`config.mk`:
```
export PLATFORM = sky130hd
export DESIGN_NAME = mvu_pe_acc_flat
export DESIGN_NICKNAME = d
export VERILOG_FILES = /design/src/rtl/mvau_defn.sv /design/src/rtl/mvu_pe_acc_if.sv /design/src/rtl/mvu_pe_adders.sv /design/src/rtl/mvu_pe_acc.sv /design/src/flat_wrapper.sv
export SDC_FILE = /design/constraint.sdc
export NUM_CORES = 1
export LEC_CHECK = 0
export ABC_AREA = 1
export CAP_MARGIN = 25
export CORE_ASPECT_RATIO = 2
export CORE_MARGIN = 2
export CORE_UTILIZATION = 59
export DETAILED_ROUTE_END_ITERATION = 12
export PLACE_DENSITY_LB_ADDON = 0.15
export SYNTH_ARGS = -nofsm -noshare
export SYNTH_HDL_FRONTEND = slang
export SYNTH_SLANG_ARGS = --single-unit
```
`constraint.sdc`:
```
create_clock -name clk -period 5.1 [get_ports clk]
set_clock_uncertainty 0.2 [all_clocks]
set_input_delay 1.275 -clock clk [delete_from_list [all_inputs] [get_ports clk]]
set_output_delay 1.275 -clock clk [all_outputs]
set_load 0.005 [all_outputs]
```
`src/rtl/mvau_defn.sv`:
```
// Shared width definitions for the matrix-vector unit, so the SIMD and PE
// stages always agree on lane and accumulator widths.
package mvau_defn;

  localparam int DEF_SIMD   = 4;
  localparam int DEF_SF     = 3;
  localparam int DEF_TDSTI  = 16;
  localparam int DEF_OP_SGN = 1;

  // Sum of SIMD lanes over SF folds can never exceed this many bits.
  function automatic int to_width(input int tdsti, input int simd, input int sf);
    return tdsti + $clog2(simd) + $clog2(sf);
  endfunction

  // Fold counter width; kept at least one bit so SF=1 still has a register.
  function automatic int cnt_width(input int sf);
    return (sf > 1) ? $clog2(sf) : 1;
  endfunction

endpackage

```
`src/rtl/mvu_pe_acc_if.sv`:
```
// Product stream into, and dot-product results out of, one PE accumulator.
interface mvu_pe_acc_if
  import mvau_defn::*;
#(
    parameter int SIMD  = DEF_SIMD,
    parameter int TDstI = DEF_TDSTI,
    parameter int TO    = to_width(DEF_TDSTI, DEF_SIMD, DEF_SF)
);

    logic                    in_v;
    logic [SIMD*TDstI-1:0]   in_simd;
    logic                    out_v;
    logic [TO-1:0]           out;

    modport master (output in_v, output in_simd, input out_v, input out);
    modport slave  (input in_v, input in_simd, output out_v, output out);

endinterface

```
`src/rtl/mvu_pe_adders.sv`:
```
// Stage 1: extends every SIMD product lane to the accumulator width and
// registers their sum together with its valid.
module mvu_pe_adders
  import mvau_defn::*;
#(
    parameter int SIMD   = DEF_SIMD,
    parameter int TDstI  = DEF_TDSTI,
    parameter int OP_SGN = DEF_OP_SGN,
    parameter int TO     = to_width(DEF_TDSTI, DEF_SIMD, DEF_SF)
) (
    input  logic                  clk,
    input  logic                  rst_n,
    input  logic                  in_v,
    input  logic [SIMD*TDstI-1:0] in_simd,
    output logic [TO-1:0]         sum_r,
    output logic                  sum_v
);

    logic [TO-1:0]    sum_c;
    logic [TDstI-1:0] lane;

    // NOTE: every variable written here gets a default first, so no path
    // leaves it unassigned and no latch is inferred.
    always_comb begin
        sum_c = '0;
        lane  = '0;
        for (int i = 0; i < SIMD; i++) begin
            lane = in_simd[i*TDstI +: TDstI];
            if (OP_SGN != 0) sum_c = sum_c + TO'($signed(lane));
            else             sum_c = sum_c + TO'(lane);
        end
    end

    // NOTE: sequential state uses non-blocking assignments so all registers
    // update together from values sampled at the same edge.
    always_ff @(posedge clk) begin
        if (!rst_n) begin
            sum_r <= '0;
            sum_v <= 1'b0;
        end else begin
            sum_r <= sum_c;
            sum_v <= in_v;
        end
    end

endmodule

```
`src/rtl/mvu_pe_acc.sv`:
```
// PE accumulator: folds SF lane-sum beats into one dot-product and presents
// it with a single-cycle out_v pulse two cycles after the last input beat.
module mvu_pe_acc
  import mvau_defn::*;
#(
    parameter int SIMD   = DEF_SIMD,
    parameter int SF     = DEF_SF,
    parameter int TDstI  = DEF_TDSTI,
    parameter int OP_SGN = DEF_OP_SGN,
    parameter int TO     = to_width(TDstI, SIMD, SF)
) (
    input  logic         clk,
    input  logic         rst_n,
    mvu_pe_acc_if.slave  bus
);

    localparam int CNT_W = cnt_width(SF);

    logic [TO-1:0]    sum_r;
    logic             sum_v;
    logic [CNT_W-1:0] sf_cnt;
    logic [TO-1:0]    acc;
    logic             fin;

    mvu_pe_adders #(
        .SIMD   (SIMD),
        .TDstI  (TDstI),
        .OP_SGN (OP_SGN),
        .TO     (TO)
    ) u_adders (
        .clk     (clk),
        .rst_n   (rst_n),
        .in_v    (bus.in_v),
        .in_simd (bus.in_simd),
        .sum_r   (sum_r),
        .sum_v   (sum_v)
    );

    // fin marks that acc now holds a completed fold; it is published next cycle.
    always_ff @(posedge clk) begin
        if (!rst_n) begin
            sf_cnt    <= '0;
            acc       <= '0;
            fin       <= 1'b0;
            bus.out   <= '0;
            bus.out_v <= 1'b0;
        end else begin
            fin       <= 1'b0;
            bus.out_v <= fin;
            if (fin) bus.out <= acc;
            if (sum_v) begin
                acc <= (sf_cnt == '0) ? sum_r : acc + sum_r;
                if (sf_cnt == CNT_W'(SF - 1)) begin
                    sf_cnt <= '0;
                    fin    <= 1'b1;
                end else begin
                    sf_cnt <= sf_cnt + CNT_W'(1);
                end
            end
        end
    end

endmodule

```
`src/flat_wrapper.sv`:
```
// flat-port wrapper written by rule: the top's interface ports become plain ports
module mvu_pe_acc_flat import mvau_defn::*;
#(
    parameter int SIMD   = DEF_SIMD,
    parameter int SF     = DEF_SF,
    parameter int TDstI  = DEF_TDSTI,
    parameter int OP_SGN = DEF_OP_SGN,
    parameter int TO     = to_width(TDstI, SIMD, SF)
)
  (clk, rst_n, bus_in_v, bus_in_simd, bus_out_v, bus_out);
  mvu_pe_acc_if #(.SIMD(SIMD), .TDstI(TDstI), .TO(TO)) bus_i ();
  input  logic clk;
  input  logic rst_n;
  input wire logic [$bits(bus_i.in_v)-1:0] bus_in_v;
  input wire logic [$bits(bus_i.in_simd)-1:0] bus_in_simd;
  output wire logic [$bits(bus_i.out_v)-1:0] bus_out_v;
  output wire logic [$bits(bus_i.out)-1:0] bus_out;
  assign bus_i.in_v = bus_in_v;
  assign bus_i.in_simd = bus_in_simd;
  assign bus_out_v = bus_i.out_v;
  assign bus_out = bus_i.out;
  mvu_pe_acc #(.SIMD(SIMD), .SF(SF), .TDstI(TDstI), .OP_SGN(OP_SGN), .TO(TO)) u_core (.clk(clk), .rst_n(rst_n), .bus(bus_i));
endmodule
```
== Word-level counts from Yosys, hierarchy flattened ==
Index checks and enable logic that the tools add are counted.
Storage, ports and cells
  register bits after elaboration: 65
  input bits: 67
  output and inout bits: 21
  word-level logic and storage cells: 18
Operators by class
  add/sub/neg operators: 5
  equal/unequal tests: 1
  muxes and demuxes: 3
  reduce and logical (&&, ||, !) cells: 2
Operator list (count)
  adder 20 bit: 1
  two-way mux 20 bit: 1
  adder 18 x 16 -> 19 bit: 1
  adder 17 x 16 -> 18 bit: 1
  adder 16 x 16 -> 17 bit: 1
  adder 2 x 1 -> 2 bit (second input constant): 1
  equality test 2 bit (second input constant): 1
  logical NOT 2 bit: 1
  two-way mux 2 bit: 1
  AND reduction 2 bit: 1
  two-way mux 1 bit: 1

== Depth between registers and ports, before layout ==
Gate-level depths: netlist of run 1.
  word-level depth: 3
  depth in mapped cells: 15
  depth with buffers taken out: 15

== By module ==
Synthesis of run 1 repeated with hierarchy kept, for this count alone.
Second synthesis, totals
  cell total of the unflattened synthesis: 802
  area total of the unflattened synthesis: 5346.4 um^2
Modules (own cells, without submodules)
  mvu_pe_acc: times used 1, cells an instance 456, area an instance 2901.5 um^2, sequential area each 880.8 um^2
  mvu_pe_adders: times used 1, cells an instance 346, area an instance 2444.8 um^2, sequential area each 400.4 um^2

== Worst setup path before layout of run 1 ==
Ideal clock, no wire load.
  kind: input to register
  start: input bus_in_simd[1]
  end: register u_core.u_adders.sum_r[17]
  setup time: 0.115 ns
  arrival: 3.641 ns
  data required time: 4.785 ns
  path slack: 1.144 ns
  stages: 13
  cell sequence: fa_1 -> fa_1 -> ha_1 -> inv_1 -> fa_1 -> inv_1 -> nand2_1 -> o21ai_2 -> a21oi_2 -> o21ai_2 -> nand3_1 -> a21oi_1 -> nor2_1
Between the ends
  longest elaborated chain between the ends: 3
RTL lines
  start: declaration: RTL line flat_wrapper.sv:15  | input wire logic [$bits(bus_i.in_simd)-1:0] bus_in_simd;
  adder 16 x 16 -> 17 bit: RTL line mvu_pe_adders.sv:29  | if (OP_SGN != 0) sum_c = sum_c + TO'($signed(lane));
  adder 17 x 16 -> 18 bit: RTL line mvu_pe_adders.sv:29
  adder 18 x 16 -> 19 bit: RTL line mvu_pe_adders.sv:29
  end signal: assignment: RTL line mvu_pe_adders.sv:41  | sum_r <= sum_c;
  end: declaration: RTL line mvu_pe_adders.sv:15  | output logic [TO-1:0] sum_r,
Every way passes these cells.
A chain may end at the register's enable or synchronous reset.

== Worst setup path in the final report of run 1 ==
  start: input bus_in_simd[17]
  end: register u_core.u_adders.sum_r[13]
Same word-level chain as after synthesis.

==> flow_summary.yaml, run 1 <==
run_status:
  status: "finished clean"
clock_network:
  post_cts_resized: 0
  cts_tree: "done"
  cts_buffer_depth: 2
  htree_levels: 3
  cts_sinks: 64
  clk_pin_slew_ns: 0.05
  numCtsBuffers: 9
  post_cts_buffers: 0
  root_buffer: "clkbuf_16"
  cts_hold_buf: 0
  clock_latency_ns: 0.33
timing:
  finalMaxSlewViolations: 0
  hold_violations: 0
  tns_ns: 0
  finalCriticalPeriod_ns: 4.358
  setup_violations: 0
  rsz0062_at_grt: "no"
  slew_headroom_pct: 33.84
  max_freq_mhz: 229.5
  worstMarginPinSlew_ns: 0.9913
  hold-worst-slack_ns: 0.2911
  period_share_pct: 85.45
power_and_ir_drop:
  pwr-share-clk_pct: 27.9
  p_per_area_mw_per_mm2: 352.0
  p_comb_share_pct: 44.4
  p_switching_mw: 0.8900
  p_leak_nw: 3.337
  internal_power_mw: 1.390
  seq_power_share_pct: 27.6
  ir_worst_vdd_mv: 0.1766
  sw_frac_of_total_pct: 39.04
floorplanning:
  io_pins: 88
  fp.dieH_um: 137.0
  coreArea_mm2: 0.008588
  dieWidth_um: 70.52
  start_util_pct: 60.80
  rows: 48
  dieArea_mm2: 0.009664
setup_path:
  startpoint_type: "input pin"
  path_max_fanout: 3
  end_kind: "flop"
  cp.arrival_ns: 4.38
  worstPathCellList: "clkdlybuf4s50_1 > fa_1 > fa_1 > ha_1 > inv_1 > fa_1 > inv_1 > nand2_1 > o21ai_2 > inv_1 > o21ai_0 > nand2_1 > nand2_1 > nor2_1"
  slowest_delay_ns: 0.53
  required_ns: 5.12
  cp_slowest_cell: "fa_1"
  path_class: "in2reg"
final_layout:
  syn_to_final_growth_pct: 24.06
  nNetsFinal: 986
  layout-drive-gt1-share_pct: 5.510
  n_antenna_cell: 0
synth:
  synth_edf_count: 0
  synthFlopType: "dfxtp_1"
  syn_avg_cell_area_um2: 6.825
  seq_area_frac_synth_pct: 24.54
  ys_ff_latch: 64
  yosys-top-cells-count: "151 x inv_1, 141 x nand2_1, 101 x nor2_1"
  synth_top_area_share_pct: 24.54
  yosysMostFrequentCell: "inv_1"
  synth_area_leader_cell: "dfxtp_1"
  synth_area_leaders: "dfxtp_1 25%, fa_1 13%, inv_1 11%, nand2_1 10%, ha_1 8.9%"
  ys_types: 37
  async_flop_share_pct: 0
  synth_area_mm2: 0.005221
  yosys_warnings: 0
  synth_cells: 765
  synth_nets: 903
global_routing:
  antenna_found_initial: 0
  grt_pass1_wl_um: 22540
  grt_max_degree: 32
  overflow: 0
  grt.total_usage_pct: 29.23
  grt_pass1_vias: 5316
run:
  maxCapViolCount: 0
routing:
  drc: 0
  routed_wl_um: 13200
  vias: 5144
  via_per_inst: 5.398
  wl_per_cell_um: 13.85
  ant_nets: 0
  first_iter_violations: 294
  drt_first_pass_iters: 6
placed_design:
  portBuffers: 87
  hpwl_um: 10610
  gp_congestion: 0.9841
worst_hold_path:
  hold_class: "reg2reg"
==> cell usage in the layout, fill, tap and decap left out, types with 3 or more instances in the layout <==
cell type,n
o21ai_1,4
dfxtp_1,64
nand2_2,7
nand3_2,4
a21oi_1,62
nor2_1,101
clkdlybuf4s50_1,87
nand4_1,4
clkbuf_16,9
xor2_1,7
a21oi_2,7
fa_1,34
o21ai_0,52
nand3_1,37
o21bai_1,3
nor2_2,6
ha_1,37
inv_1,151
inv_2,3
nor3_1,6
clkbuf_8,4
nand2_1,141
==> kinds of logic after synthesis <==
logic type	Yosys count	synth area share [%]
AOI/OAI and AO/OA	138	14.38
xor gates and xnor gates	9	1.510
adders and majority gates	71	21.90
buffers and inverters	172	12.48
DFF	64	24.54
and+or+nand+nor	311	25.19
==> metal layers <==
metal | global-route usage, % | vias to the layer above | wire (um)
met1 | 28.44 | 2389 | 4708
li1 | - | 2552 | -
met3 | 2.872 | 45 | 412
met5 | 0 | - | 0
met2 | 57.44 | 158 | 7425
met4 | 17.41 | 0 | 655
==> final cells by class <==
class	count	area (um^2)
multi-input cells	529	3288
repair buffers	88	878.3
clock buffers	14	284.0
inverters	156	585.6
fillers	733	2111
well taps	100	125.1
clock inverters	2	35.03
flip-flops and latches	64	1281
==> critical path: cells and delay by family <==
kind            cells  cell delay (ns)
buf+inv             4             0.76
simple gates        4             0.29
compound gates      2             0.52
fa+ha+maj           4             1.54
==> registers in the layout, indices dropped and copies added (netlist names) <==
| signal | flops |
|---|---|
| u_core.u_adders.sum_v | 1 |
| u_core.sf_cnt | 2 |
| u_core.bus.out_v | 1 |
| u_core.fin | 1 |
| u_core.acc | 20 |
| u_core.u_adders.sum_r | 19 |
| u_core.bus.out | 20 |
==> path summary, 6_finish.rpt <==
path                         start                   endpoint  slack (ns)  cells after the start
setup / recovery   bus_in_simd[17]  u_core.u_adders.sum_r[13]        0.74                     14
hold / removal      u_core.acc[14]             u_core.acc[14]        0.29                      2
setup reg to reg  u_core.sf_cnt[0]             u_core.acc[10]        2.34                      5
hold reg to reg     u_core.acc[14]             u_core.acc[14]        0.29                      2
==> power groups by stage <==
stage	sequential [mW]	combinational, mW	clock [mW]
after floorplan	0.616	0.752	0
after global placement	0.635	0.955	0
after detailed placement	0.637	0.990	0
after CTS	0.627	0.997	0.643
after global routing	0.635	1.14	0.662
final	0.630	1.01	0.637
==> per-stage QoR <==
step	util (%)	worst slack, ns	power, mW	instance area [um^2]	instances
2_1_floorplan	-	1.144	1.368	5221	765
5_1_grt	75.42	0.5176	2.441	6477	953
4_1_cts	75.42	0.7811	2.267	6477	953
6_report	75.42	0.7420	2.280	6477	953
3_3_place_gp	71.71	0.5360	1.590	6158	937
3_5_place_dp	71.71	0.4446	1.627	6158	937
Note: power is estimated with default switching activity, not from simulation.
==> run 2: changes to the inputs <==
- CORE_MARGIN: 2 -> unset
==> run 2 against run 1 <==
  * Clock power is essentially flat
  * Setup slack worse by 0.079 ns
  * Combinational power about the same
  * Clock-buffer cell count is the same
  * Sequential power about the same
  * Non-clock buffer count stayed put
  * Highest routed layer unchanged
  * Global-route usage is 2.9 points higher
  * Routed wire length is 2.2% higher
  * Critical path type unchanged
  * Final cell count is the same
==> flow_summary.yaml, run 2 (synthesis gave the netlist of run 1 again) <==
final_layout:
  mostFrequentLayoutCells: "151 x inv_1, 141 x nand2_1, 101 x nor2_1"
  fillCellCount: 660
  utilization_pct: 75.42
  n_antenna_cell: 0
  final_cell_count_no_fill: 953
  multi_input_area_mm2: 0.003288
  layout-drive-gt1-share_pct: 5.510
  top_regs: "u_core.acc (20), u_core.bus.out (20), u_core.u_adders.sum_r (19)"
  final_common_cell: "inv_1"
  stdcell_area_mm2: 0.006477
  syn_to_final_growth_pct: 24.06
  nNetsFinal: 986
  register_area_mm2: 0.001281
setup_path:
  worst-path-buf-inv: 4
  cp-startpoint: "bus_in_simd[1]"
  endpoint: "u_core.u_adders.sum_r[13]"
  slowest_delay_ns: 0.52
  worstPathCellList: "clkdlybuf4s50_1 > fa_1 > fa_1 > ha_1 > inv_1 > fa_1 > inv_1 > nand2_1 > o21ai_2 > inv_1 > o21ai_0 > nand2_1 > nand2_1 > nor2_1"
  cp.arrival_ns: 4.46
  end_kind: "flop"
  rrSetupSlack_ns: 2.36
  cp_top_family: "adder cells"
  required_ns: 5.12
  startpoint_type: "input pin"
  cp_slowest_cell: "fa_1"
  ff2ff_path_depth: 5
  cp.depth: 14
  reg2reg_from: "u_core.sf_cnt[0]"
  path_class: "in2reg"
  r2r_end: "u_core.acc[10]"
  path_max_fanout: 3
power_and_ir_drop:
  p_switching_mw: 0.8994
  p_comb_share_pct: 44.6
  seq_power_share_pct: 27.5
  p_per_area_mw_per_mm2: 353.4
  sw_frac_of_total_pct: 39.29
  internal_power_mw: 1.390
  ir_worst_vdd_mv: 0.2015
  power.total_mw: 2.289
  p_leak_nw: 3.337
  pwr-share-clk_pct: 27.9
clock_network:
  cts_hold_buf: 0
  cts_buffer_depth: 2
  post_cts_buffers: 0
  clock_latency_ns: 0.33
  cts_sinks: 64
  numCtsBuffers: 9
  htree_levels: 3
  cts_tree: "done"
  post_cts_resized: 0
  root_buffer: "clkbuf_16"
  clk_pin_slew_ns: 0.05
timing:
  finalMaxSlewViolations: 0
  hold-worst-slack_ns: 0.2926
  tns_ns: 0
  rsz0062_at_grt: "no"
  period_share_pct: 87.00
  slew_headroom_pct: 32.31
  max_freq_mhz: 225.4
  setup_violations: 0
  hold_violations: 0
  fin_ws_ns: 0.6628
  finalCriticalPeriod_ns: 4.437
  worstMarginPinSlew_ns: 1.014
routing:
  drt_first_pass_iters: 5
  ant_nets: 0
  routed_wl_um: 13500
  vias: 5162
  first_iter_violations: 300
  wl_per_cell_um: 14.16
  via_per_inst: 5.417
  drc: 0
global_routing:
  grt_pass1_wl_um: 22220
  grt_max_degree: 32
  overflow: 0
  grt.total_usage_pct: 32.17
  antenna_found_initial: 0
  grt_pass1_vias: 5124
run:
  maxCapViolCount: 0
floorplanning:
  start_util_pct: 60.80
  rows: 48
  dieWidth_um: 68.52
  dieArea_mm2: 0.009253
  fp.dieH_um: 135.0
  coreArea_mm2: 0.008588
  io_pins: 88
placed_design:
  hpwl_um: 10680
  gp_congestion: 0.9827
  portBuffers: 87
  dpl.cell_count: 937
  place_area_mm2: 0.006158
  pre_cts_ws_ns: 0.4290
worst_hold_path:
  hold_class: "reg2reg"
  holdCritStartpoint: "u_core.bus.out[14]"
run_status:
  status: "finished clean"
-- run 2: worst min path at each step --
stage	end	slack (ns)	cells past startpoint
after CTS	u_core.acc[5]	0.29	2
after global routing	u_core.bus.out[14]	0.32	2
after global placement	u_core.bus.out[18]	0.28	2
after floorplan	u_core.acc[10]	0.26	2
after detailed placement	u_core.bus.out[14]	0.28	2
final	u_core.bus.out[14]	0.29	2
-- run 2: layer usage --
layer	part of all wire, %	track usage (%)
met4	3.7	17.59
met5	0	0
met2	58	61.00
met3	3.4	3.801
met1	35	31.32
-- run 2: cell type report --
| cell class | instances | area share [%] |
|---|---|---|
| timing repair buffer | 88 | 13.56 |
| sequential | 64 | 19.78 |
| tap | 100 | 1.932 |
| multi-input combinational | 529 | 50.76 |
| clock buffer | 14 | 4.385 |
| inverter | 156 | 9.040 |
| clock inverter | 2 | 0.5409 |
-- run 2: worst register-to-register path, cell delays in order (launching register included) --
cell      delay (ns)
dfxtp_1         0.34
nor2_2          0.54
clkinv_1        0.89
o21ai_0         0.40
o21bai_1        0.15
a21oi_1         0.08
-- run 2: power by group through the flow --
stage / logic, mW / registers (mW) / clock network (mW)
3_3_place_gp: 0.953 / 0.636 / 0
5_1_grt: 1.15 / 0.636 / 0.666
6_report: 1.02 / 0.630 / 0.639
3_5_place_dp: 0.991 / 0.639 / 0
4_1_cts: 0.999 / 0.629 / 0.643
2_1_floorplan: 0.752 / 0.616 / 0
